`src/rtl/pipeline_hazard_ctrl_if.sv`:
```
// Hazard-control bus between the pipeline datapath and the hazard sequencer.
// Ports (slave = sequencer side):
//   in : if_id_rs1/rs2/use_rs2, id_ex_memread/rd, ex_mem_br_take, dmem_req, dmem_ready
//   out: pc_en, pc_sel_branch, en_* stage enables, flush_* stage flushes,
//        mem_err, stall_cnt, flush_cnt
interface pipeline_hazard_ctrl_if #(
  parameter int unsigned CNT_W = 16
) ();
  logic [4:0]       if_id_rs1;
  logic [4:0]       if_id_rs2;
  logic             if_id_use_rs2;
  logic             id_ex_memread;
  logic [4:0]       id_ex_rd;
  logic             ex_mem_br_take;
  logic             dmem_req;
  logic             dmem_ready;
  logic             pc_en;
  logic             pc_sel_branch;
  logic             en_if_id;
  logic             en_id_ex;
  logic             en_ex_mem;
  logic             en_mem_wb;
  logic             flush_if_id;
  logic             flush_id_ex;
  logic             flush_ex_mem;
  logic             mem_err;
  logic [CNT_W-1:0] stall_cnt;
  logic [CNT_W-1:0] flush_cnt;

  modport master (
    output if_id_rs1, if_id_rs2, if_id_use_rs2, id_ex_memread, id_ex_rd,
           ex_mem_br_take, dmem_req, dmem_ready,
    input  pc_en, pc_sel_branch, en_if_id, en_id_ex, en_ex_mem, en_mem_wb,
           flush_if_id, flush_id_ex, flush_ex_mem, mem_err, stall_cnt, flush_cnt
  );

  modport slave (
    input  if_id_rs1, if_id_rs2, if_id_use_rs2, id_ex_memread, id_ex_rd,
           ex_mem_br_take, dmem_req, dmem_ready,
    output pc_en, pc_sel_branch, en_if_id, en_id_ex, en_ex_mem, en_mem_wb,
           flush_if_id, flush_id_ex, flush_ex_mem, mem_err, stall_cnt, flush_cnt
  );
endinterface

```
`src/rtl/pipeline_hazard_ctrl.sv`:
```
// Pipeline hazard sequencer: drives PC/stage enables and bubbles for load-use
// hazards, taken-branch squashes and data-memory wait states; counts stalls and
// squashes; traps a hung data memory.
// Ports:
//   clk    - clock, rising edge
//   arst_n - synchronous active-low reset; forces every output to 0 while low
//   hz     - hazard-control bus (slave side), see pipeline_hazard_ctrl_if
module pipeline_hazard_ctrl #(
  parameter int unsigned MEM_TIMEOUT = 64,
  parameter int unsigned TMO_W       = 7,
  parameter int unsigned CNT_W       = 16
) (
  input  logic                   clk,
  input  logic                   arst_n,
  pipeline_hazard_ctrl_if.slave  hz
);

  localparam logic [1:0] ST_RUN  = 2'd0;
  localparam logic [1:0] ST_WAIT = 2'd1;
  localparam logic [1:0] ST_ERR  = 2'd2;

  logic [1:0]       state_q, state_d;
  logic [TMO_W-1:0] wcnt_q, wcnt_d;
  logic [CNT_W-1:0] stall_cnt_q, stall_cnt_d;
  logic [CNT_W-1:0] flush_cnt_q, flush_cnt_d;
  logic             mem_err_q, mem_err_d;

  logic load_use_c, mem_wait_c, eval_c;
  logic pc_en_c, pc_sel_c, en_if_id_c, en_id_ex_c, en_ex_mem_c, en_mem_wb_c;
  logic fl_if_id_c, fl_id_ex_c, fl_ex_mem_c;

  // State register and counters
  always_ff @(posedge clk) begin
    if (!arst_n) begin
      state_q     <= ST_RUN;
      wcnt_q      <= '0;
      stall_cnt_q <= '0;
      flush_cnt_q <= '0;
      mem_err_q   <= 1'b0;
    end else begin
      state_q     <= state_d;
      wcnt_q      <= wcnt_d;
      stall_cnt_q <= stall_cnt_d;
      flush_cnt_q <= flush_cnt_d;
      mem_err_q   <= mem_err_d;
    end
  end

  // Next state, counters and same-cycle control outputs
  always_comb begin
    state_d     = state_q;
    wcnt_d      = wcnt_q;
    stall_cnt_d = stall_cnt_q;
    flush_cnt_d = flush_cnt_q;
    mem_err_d   = mem_err_q;
    pc_en_c     = 1'b0;
    pc_sel_c    = 1'b0;
    en_if_id_c  = 1'b0;
    en_id_ex_c  = 1'b0;
    en_ex_mem_c = 1'b0;
    en_mem_wb_c = 1'b0;
    fl_if_id_c  = 1'b0;
    fl_id_ex_c  = 1'b0;
    fl_ex_mem_c = 1'b0;
    eval_c      = 1'b0;

    load_use_c = hz.id_ex_memread && (hz.id_ex_rd != 5'd0) &&
                 ((hz.id_ex_rd == hz.if_id_rs1) ||
                  (hz.if_id_use_rs2 && (hz.id_ex_rd == hz.if_id_rs2)));
    mem_wait_c = hz.dmem_req && !hz.dmem_ready;

    case (state_q)
      ST_RUN: begin
        if (mem_wait_c) begin
          state_d = ST_WAIT;
          wcnt_d  = TMO_W'(1);
        end else begin
          eval_c = 1'b1;
        end
      end
      ST_WAIT: begin
        if (hz.dmem_ready) begin
          // Completing cycle resolves branch/load-use like a normal RUN cycle
          state_d = ST_RUN;
          wcnt_d  = '0;
          eval_c  = 1'b1;
        end else begin
          wcnt_d = wcnt_q + TMO_W'(1);
          if (wcnt_d == TMO_W'(MEM_TIMEOUT)) begin
            state_d   = ST_ERR;
            mem_err_d = 1'b1;
          end
        end
      end
      ST_ERR:  mem_err_d = 1'b1;
      default: state_d = ST_RUN;
    endcase

    if (eval_c) begin
      if (hz.ex_mem_br_take) begin
        // Branch wins over load-use: squash the three younger stages
        pc_en_c     = 1'b1;
        pc_sel_c    = 1'b1;
        en_if_id_c  = 1'b1;
        en_id_ex_c  = 1'b1;
        en_ex_mem_c = 1'b1;
        en_mem_wb_c = 1'b1;
        fl_if_id_c  = 1'b1;
        fl_id_ex_c  = 1'b1;
        fl_ex_mem_c = 1'b1;
        if (flush_cnt_q != '1) flush_cnt_d = flush_cnt_q + CNT_W'(1);
      end else if (load_use_c) begin
        // Hold PC and IF/ID, inject a bubble into ID/EX
        en_id_ex_c  = 1'b1;
        fl_id_ex_c  = 1'b1;
        en_ex_mem_c = 1'b1;
        en_mem_wb_c = 1'b1;
      end else begin
        pc_en_c     = 1'b1;
        en_if_id_c  = 1'b1;
        en_id_ex_c  = 1'b1;
        en_ex_mem_c = 1'b1;
        en_mem_wb_c = 1'b1;
      end
    end

    if (!pc_en_c && (state_q != ST_ERR) && (stall_cnt_q != '1))
      stall_cnt_d = stall_cnt_q + CNT_W'(1);
  end

  // Outputs held at zero while reset is asserted
  assign hz.pc_en         = arst_n & pc_en_c;
  assign hz.pc_sel_branch = arst_n & pc_sel_c;
  assign hz.en_if_id      = arst_n & en_if_id_c;
  assign hz.en_id_ex      = arst_n & en_id_ex_c;
  assign hz.en_ex_mem     = arst_n & en_ex_mem_c;
  assign hz.en_mem_wb     = arst_n & en_mem_wb_c;
  assign hz.flush_if_id   = arst_n & fl_if_id_c;
  assign hz.flush_id_ex   = arst_n & fl_id_ex_c;
  assign hz.flush_ex_mem  = arst_n & fl_ex_mem_c;
  assign hz.mem_err       = arst_n & mem_err_q;
  assign hz.stall_cnt     = arst_n ? stall_cnt_q : '0;
  assign hz.flush_cnt     = arst_n ? flush_cnt_q : '0;

endmodule

```
`src/flat_wrapper.sv`:
```
// flat-port wrapper written by rule: the top's interface ports become plain ports
module pipeline_hazard_ctrl_flat 
#(
  parameter int unsigned MEM_TIMEOUT = 64,
  parameter int unsigned TMO_W       = 7,
  parameter int unsigned CNT_W       = 16
)
  (clk, arst_n, hz_if_id_rs1, hz_if_id_rs2, hz_if_id_use_rs2, hz_id_ex_memread, hz_id_ex_rd, hz_ex_mem_br_take, hz_dmem_req, hz_dmem_ready, hz_pc_en, hz_pc_sel_branch, hz_en_if_id, hz_en_id_ex, hz_en_ex_mem, hz_en_mem_wb, hz_flush_if_id, hz_flush_id_ex, hz_flush_ex_mem, hz_mem_err, hz_stall_cnt, hz_flush_cnt);
  pipeline_hazard_ctrl_if #(.CNT_W(CNT_W)) hz_i ();
  input  logic clk;
  input  logic arst_n;
  input wire logic [$bits(hz_i.if_id_rs1)-1:0] hz_if_id_rs1;
  input wire logic [$bits(hz_i.if_id_rs2)-1:0] hz_if_id_rs2;
  input wire logic [$bits(hz_i.if_id_use_rs2)-1:0] hz_if_id_use_rs2;
  input wire logic [$bits(hz_i.id_ex_memread)-1:0] hz_id_ex_memread;
  input wire logic [$bits(hz_i.id_ex_rd)-1:0] hz_id_ex_rd;
  input wire logic [$bits(hz_i.ex_mem_br_take)-1:0] hz_ex_mem_br_take;
  input wire logic [$bits(hz_i.dmem_req)-1:0] hz_dmem_req;
  input wire logic [$bits(hz_i.dmem_ready)-1:0] hz_dmem_ready;
  output wire logic [$bits(hz_i.pc_en)-1:0] hz_pc_en;
  output wire logic [$bits(hz_i.pc_sel_branch)-1:0] hz_pc_sel_branch;
  output wire logic [$bits(hz_i.en_if_id)-1:0] hz_en_if_id;
  output wire logic [$bits(hz_i.en_id_ex)-1:0] hz_en_id_ex;
  output wire logic [$bits(hz_i.en_ex_mem)-1:0] hz_en_ex_mem;
  output wire logic [$bits(hz_i.en_mem_wb)-1:0] hz_en_mem_wb;
  output wire logic [$bits(hz_i.flush_if_id)-1:0] hz_flush_if_id;
  output wire logic [$bits(hz_i.flush_id_ex)-1:0] hz_flush_id_ex;
  output wire logic [$bits(hz_i.flush_ex_mem)-1:0] hz_flush_ex_mem;
  output wire logic [$bits(hz_i.mem_err)-1:0] hz_mem_err;
  output wire logic [$bits(hz_i.stall_cnt)-1:0] hz_stall_cnt;
  output wire logic [$bits(hz_i.flush_cnt)-1:0] hz_flush_cnt;
  assign hz_i.if_id_rs1 = hz_if_id_rs1;
  assign hz_i.if_id_rs2 = hz_if_id_rs2;
  assign hz_i.if_id_use_rs2 = hz_if_id_use_rs2;
  assign hz_i.id_ex_memread = hz_id_ex_memread;
  assign hz_i.id_ex_rd = hz_id_ex_rd;
  assign hz_i.ex_mem_br_take = hz_ex_mem_br_take;
  assign hz_i.dmem_req = hz_dmem_req;
  assign hz_i.dmem_ready = hz_dmem_ready;
  assign hz_pc_en = hz_i.pc_en;
  assign hz_pc_sel_branch = hz_i.pc_sel_branch;
  assign hz_en_if_id = hz_i.en_if_id;
  assign hz_en_id_ex = hz_i.en_id_ex;
  assign hz_en_ex_mem = hz_i.en_ex_mem;
  assign hz_en_mem_wb = hz_i.en_mem_wb;
  assign hz_flush_if_id = hz_i.flush_if_id;
  assign hz_flush_id_ex = hz_i.flush_id_ex;
  assign hz_flush_ex_mem = hz_i.flush_ex_mem;
  assign hz_mem_err = hz_i.mem_err;
  assign hz_stall_cnt = hz_i.stall_cnt;
  assign hz_flush_cnt = hz_i.flush_cnt;
  pipeline_hazard_ctrl #(.MEM_TIMEOUT(MEM_TIMEOUT), .TMO_W(TMO_W), .CNT_W(CNT_W)) u_core (.clk(clk), .arst_n(arst_n), .hz(hz_i));
endmodule
```
`config.mk`:
```
export PLATFORM = sky130hd
export DESIGN_NAME = pipeline_hazard_ctrl_flat
export DESIGN_NICKNAME = d
export VERILOG_FILES = /design/src/rtl/pipeline_hazard_ctrl_if.sv /design/src/rtl/pipeline_hazard_ctrl.sv /design/src/flat_wrapper.sv
export SDC_FILE = /design/constraint.sdc
export NUM_CORES = 1
export LEC_CHECK = 0
export ABC_AREA = 1
export BUFFER_PORTS_ARGS = -buffer_cell sky130_fd_sc_hd__buf_2
export CORE_MARGIN = 8
export CORE_UTILIZATION = 45
export DETAILED_ROUTE_END_ITERATION = 8
export GPL_TIMING_DRIVEN = 1
export PLACE_DENSITY = 0.7
export SLEW_MARGIN = 10
export SYNTH_ARGS = -nofsm -noshare
export SYNTH_HDL_FRONTEND = slang
export SYNTH_SLANG_ARGS = --single-unit
export TNS_END_PERCENT = 10
```
`constraint.sdc`:
```
create_clock -name clk -period 1.55 [get_ports clk]
set_input_delay 0.0775 -clock clk [delete_from_list [all_inputs] [get_ports clk]]
set_output_delay 0.0775 -clock clk [all_outputs]
set_load 0.1 [all_outputs]
```
; Word level (Yosys, flattened, before mapping)
; Cells that the tools add are included.
; Widths: inputs -> output; s select.
[word_totals]
reg_bits = 42
input_bits = 22
out_inout_bits = 42
elab_cells = 67
[op_classes]
n_addsub = 3
n_eq_ne = 12
n_mux = 24
bitwise = 6
reduce_logical = 17
[op_table]
columns = cell, n
row1 = $add 16x1->16 const B, 2
row2 = $mux 16, 2
row3 = $ne 16x16->1 const B, 2
row4 = $mux 7, 2
row5 = $pmux 7 s2, 1
row6 = $mux 1, 13
row7 = $eq 5x5->1, 2
row8 = $reduce_and 3->1, 3
row9 = $add 7x1->7 const B, 1
row10 = $eq 7x7->1 const B, 1
row11 = $logic_and 1x1->1, 6
row12 = $mux 2, 3
row13 = $pmux 2 s3, 1
row14 = $and 1x1->1, 5
row15 = $reduce_bool 5->1, 1
row16 = $ne 2x1->1 const B, 2
row17 = $ne 2x2->1 const B, 2
row18 = $pmux 1 s2, 2
row19 = $reduce_bool 2->1, 2
row20 = $ne 3x2->1 const B, 1
row21 = $eq 2x1->1 const B, 1
row22 = $eq 2x2->1 const B, 1
row23 = $logic_not 1->1, 2
row24 = $logic_not 2->1, 1
row25 = 3 further kinds, 3

; Logic depth before layout (Yosys ltp)
[depth]
depth_word = 10
depth_mapped = 13
mapped_depth_nobuf = 12

; Worst setup path before layout
; OpenSTA, ideal clock, no wires.
[synth_timing]
kind = register to output
startpoint = register u_core.state_q[1]
endpoint = output port hz_flush_if_id
arrival_ns = 3.351
t_required_ns = 1.472
setup_slack_ns = -1.879
path_stages_with_launch = 7
path_buffers = 1
path_cell_list = dfxtp_1 -> nor2_2 -> nand2_1 -> nand2_2 -> inv_2 -> nor3_1 -> buf_4
[synth_between]
elab_chain_len = 4
word_cells_on_any_way = 5
cone_classes = 1 x eq/ne / 2 x mux / 1 x bitwise / 1 x reduce/logical
[synth_lines]
columns = element, line
row1 = start: declaration, pipeline_hazard_ctrl.sv:22  ; logic [1:0] state_q, state_d;
row2 = start signal: assignment, pipeline_hazard_ctrl.sv:41  ; state_q <= state_d;
row3 = $eq 2x1->1 / $logic_not 2->1 (equally long branches), pipeline_hazard_ctrl.sv:72  ; case (state_q)
row4 = $pmux 1 s2 (*), pipeline_hazard_ctrl.sv:72
row5 = $mux 1 (*), --
row6 = $and 1x1->1 (*), --
row7 = end: declaration, flat_wrapper.sv:26  ; output wire logic [$bits(hz_i.flush_if_id)-1:0] hz_flush_if_id;
; Every way passes the cells marked *; elsewhere a longest branch is shown, timed or not.

; Worst setup path in the final report
[layout_timing]
startpoint = register u_core.state_q[0]
endpoint = output port hz_pc_sel_branch
[layout_between]
elab_chain_len = 4
word_cells_on_any_way = 5
cone_classes = 1 x eq/ne / 2 x mux / 1 x bitwise / 1 x reduce/logical
[layout_lines]
columns = element, line
row1 = $eq 2x1->1 / $logic_not 2->1 (equally long branches), pipeline_hazard_ctrl.sv:72
row2 = $pmux 1 s2 (*), pipeline_hazard_ctrl.sv:72
row3 = $mux 1 (*), pipeline_hazard_ctrl.sv:99  ; if (eval_c) begin
row4 = $and 1x1->1 (*), pipeline_hazard_ctrl.sv:133  ; assign hz.pc_sel_branch = arst_n & pc_sel_c;
row5 = end: declaration, flat_wrapper.sv:21  ; output wire logic [$bits(hz_i.pc_sel_branch)-1:0] hz_pc_sel_branch;
; Marks and branches as above.

==> qor.yml <==
run_status:
  status: "finished with violations"
  failed_checks: "setup timing"
detailed_routing:
  drt_iter0_drc: 104
  drc_errors: 0
  wl_per_cell_um: 11.7
  firstDrtPassIters: 4
  viasPerCell: 4.97
  via_count: 3418
  ant_nets: 0
  drt_wl_total_mm: 8.05
setup_path:
  r2r_slack_ps: -40
  worstPathRequired_ps: 1470
  path_max_fanout: 4
  rr_startpoint: "u_core.state_q[0]"
  crit_arrival_ps: 1580
  crit_path_start_kind: "register"
  crit_path_end_kind: "output port"
  worstSetupPathType: "reg2out"
  rr_worst_depth: 11
  worst_r2r_endpoint: "u_core.flush_cnt_q[10]"
clocking:
  htree_levels: 2
  worstSkewPairLatency_ps: 310
  numCtsBuffers: 5
  clkTransAtPathRegs_ps: 90
  cts_tree: "built"
  cts_buffer_depth: 2
  cts_root_buf: "clkbuf_8"
  cts_hold_repair.buffers: 0
  clock-sinks: 42
timing:
  setup_tns_ps: -666
  grt_setup_unrepaired: "true"
  finalHoldViolCount: 0
  finalCritPeriodShare: 1.07
  setup_ws_ps: -111
  fin_worst_skew_ps: 5.14
  max_clock_freq_mhz: 602
  post-route-min-period_ps: 1660
  setup_viol: 11
  relSlewSlack: 0.737
  slew_viol_final: 0
  worst_pin_slew_ps: 391
power_and_ir_drop:
  p_switching_mw: 0.863
  pwr_density_cell_nw_per_um2: 591
  combinationalPowerShare: 0.260
  p_int_mw: 1.83
  seqPwrFrac: 0.413
  p_clk_frac: 0.327
  vdd_drop_max_mv: 0.389
  leakagePower_nw: 2.34
  swShare: 0.321
layout:
  layout_common_cells: "nand2_1 (148), inv_1 (105), buf_12 (45)"
  antennaDiodeCount: 0
  layout_commonest_cell: "nand2_1"
  syn_to_final_growth_pct: 46.8
  drive_gt1_frac: 0.286
  fin_nets: 632
floorplanning:
  start_util: 0.461
  io_pins: 64
  die_h_um: 99.0
  dieArea_um2: 9800
  rows: 30
  core_um2: 6720
  dieWidth_um: 99.0
synth:
  syn_nets: 541
  synth-seq-cells: 42
  synth-seq-area-share: 0.271
  syn_area_per_cell_um2: 6.01
  synth_area_um2: 3100
  synth.distinct_cells: 35
  synthCells: 516
  yosysWarnings: 0
grt:
  grt_max_degree: 35
  grt_pass1_vias: 3395
  grt_overflow: 0
  grt_antenna_before_repair: 0
  grt_pass1_wl_mm: 13.6
  groute.usage.overall: 0.164
job:
  drv_cap: 0
placed_design:
  place.gp.congestion: 0.892
  pre_cts_ws_ps: -38.1
  port_buffers: 63
  place_hpwl_mm: 6.36
min_path:
  worstHoldPathCells: 3
  holdCritPathClass: "in2reg"
  min_from: "hz_dmem_req"
  holdPathEnd: "u_core.state_q[0]"
## cells in the mapped netlist
| library cell | instances | area (um2) |
|---|---|---|
| dfxtp_1 | 42 | 841 |
| a31oi_1 | 1 | 6.26 |
| xor2_1 | 6 | 52.6 |
| buf_6 | 4 | 45.0 |
| nand2_1 | 148 | 556 |
| and3_1 | 1 | 6.26 |
| o21ai_0 | 4 | 20.0 |
| buf_8 | 1 | 15.0 |
| nor4_1 | 2 | 12.5 |
| o211a_1 | 1 | 10.0 |
| nor2_8 | 1 | 20.0 |
| nand3_1 | 19 | 95.1 |
| xnor2_1 | 4 | 35.0 |
| nand4_2 | 1 | 12.5 |
| nor3_4 | 1 | 16.3 |
| nor4_2 | 1 | 12.5 |
| o21ai_1 | 6 | 30.0 |
| nor3b_2 | 1 | 12.5 |
| nor2_4 | 1 | 11.3 |
| o21a_1 | 1 | 7.51 |
| nor2_1 | 44 | 165 |
| or2_2 | 1 | 6.26 |
| clkbuf_1 | 9 | 33.8 |
| nand3b_1 | 1 | 7.51 |
| nor3_1 | 10 | 50.1 |
| a21oi_1 | 23 | 115 |
| nand2_2 | 7 | 43.8 |
| buf_4 | 7 | 52.6 |
| nand4_1 | 26 | 163 |
| buf_2 | 2 | 10.0 |
| inv_1 | 105 | 394 |
| nand3_2 | 11 | 110 |
| ha_1 | 3 | 37.5 |
| nor2_2 | 6 | 37.5 |
| inv_2 | 15 | 56.3 |
## metrics by stage
step | cell area, um2 | utilization | total power [mW] | hold slack, ps | instances
after floorplan | 3170 | - | 1.60 | 234 | 516
after global placement | 4380 | 0.653 | 1.81 | 368 | 678
after detailed placement | 4380 | 0.653 | 1.82 | 385 | 678
after CTS | 4510 | 0.672 | 2.70 | 58.2 | 688
after global routing | 4550 | 0.677 | 2.80 | 63.5 | 688
final | 4550 | 0.677 | 2.69 | 61.4 | 688
## worst max path at each step
stage               slack (ps)  depth (start not counted)                    end               from
floorplan                 -370                          7         hz_flush_if_id  u_core.state_q[0]
global placement            20                         11  u_core.flush_cnt_q[8]  u_core.state_q[0]
CTS                       -130                          8       hz_pc_sel_branch  u_core.state_q[1]
global route              -180                          9         hz_flush_if_id  u_core.state_q[0]
finish                    -110                          9       hz_pc_sel_branch  u_core.state_q[0]
detailed placement         -40                         10  u_core.flush_cnt_q[8]  u_core.state_q[1]
## registers in the layout, summed over array words and instances, names as in the netlist
| signal | flops |
|---|---|
| u_core.flush_cnt_q | 16 |
| u_core.stall_cnt_q | 16 |
| u_core.wcnt_q | 7 |
| u_core.state_q | 2 |
| u_core.mem_err_q | 1 |
## what timing repair did
item,CTS,global route
pin swaps,3,6
resized for setup,2,11
endpoints found under the setup margin,12,39
buffers inserted,2,0
## final cells by class
cell class                 count  area (um2)
timing repair buffer         107        1320
sequential                    42         845
clock buffer                   5        68.8
clock inverter                 3        40.0
tap                           80         100
inverter                     120         455
fill                         569        2170
multi-input combinational    331        1720
## per-layer routing
| metal | vias up | global-route usage | share of wire |
|---|---|---|---|
| met5 | - | 0 | 0 |
| met4 | 0 | 0.0756 | 0.024 |
| met3 | 18 | 0.0395 | 0.046 |
| met2 | 82 | 0.313 | 0.53 |
| met1 | 1575 | 0.160 | 0.40 |
| li1 | 1743 | - | - |
## cells by family (layout without fill, tap and decap cells)
group / count (synthesis) / count (layout) / synth area share
AO/OA/AOI/OAI: 36 / 36 / 0.0610
AND/OR/NAND/NOR: 282 / 282 / 0.432
adder cells (fa/ha/maj): 3 / 3 / 0.0121
XOR/XNOR: 10 / 10 / 0.0283
buffers and inverters: 143 / 235 / 0.196
flip-flops: 42 / 42 / 0.271
## critical path, stage by stage (launching register included)
cell and delay [ps]:
dfxtp_2 350, inv_2 60, nor2_2 90, nand2_1 70
nand2_2 100, inv_4 40, buf_6 120, nor3_4 130
buf_4 150, buf_12 160
## power groups by stage
stage	clock [mW]	combinational, mW	sequential, mW
detailed placement	0	0.688	1.14
finish	0.879	0.698	1.11
floorplan	0	0.460	1.14
global placement	0	0.674	1.13
global route	0.944	0.741	1.11
CTS	0.892	0.696	1.11
No activity file was read; power rests on OpenSTA's default activity.
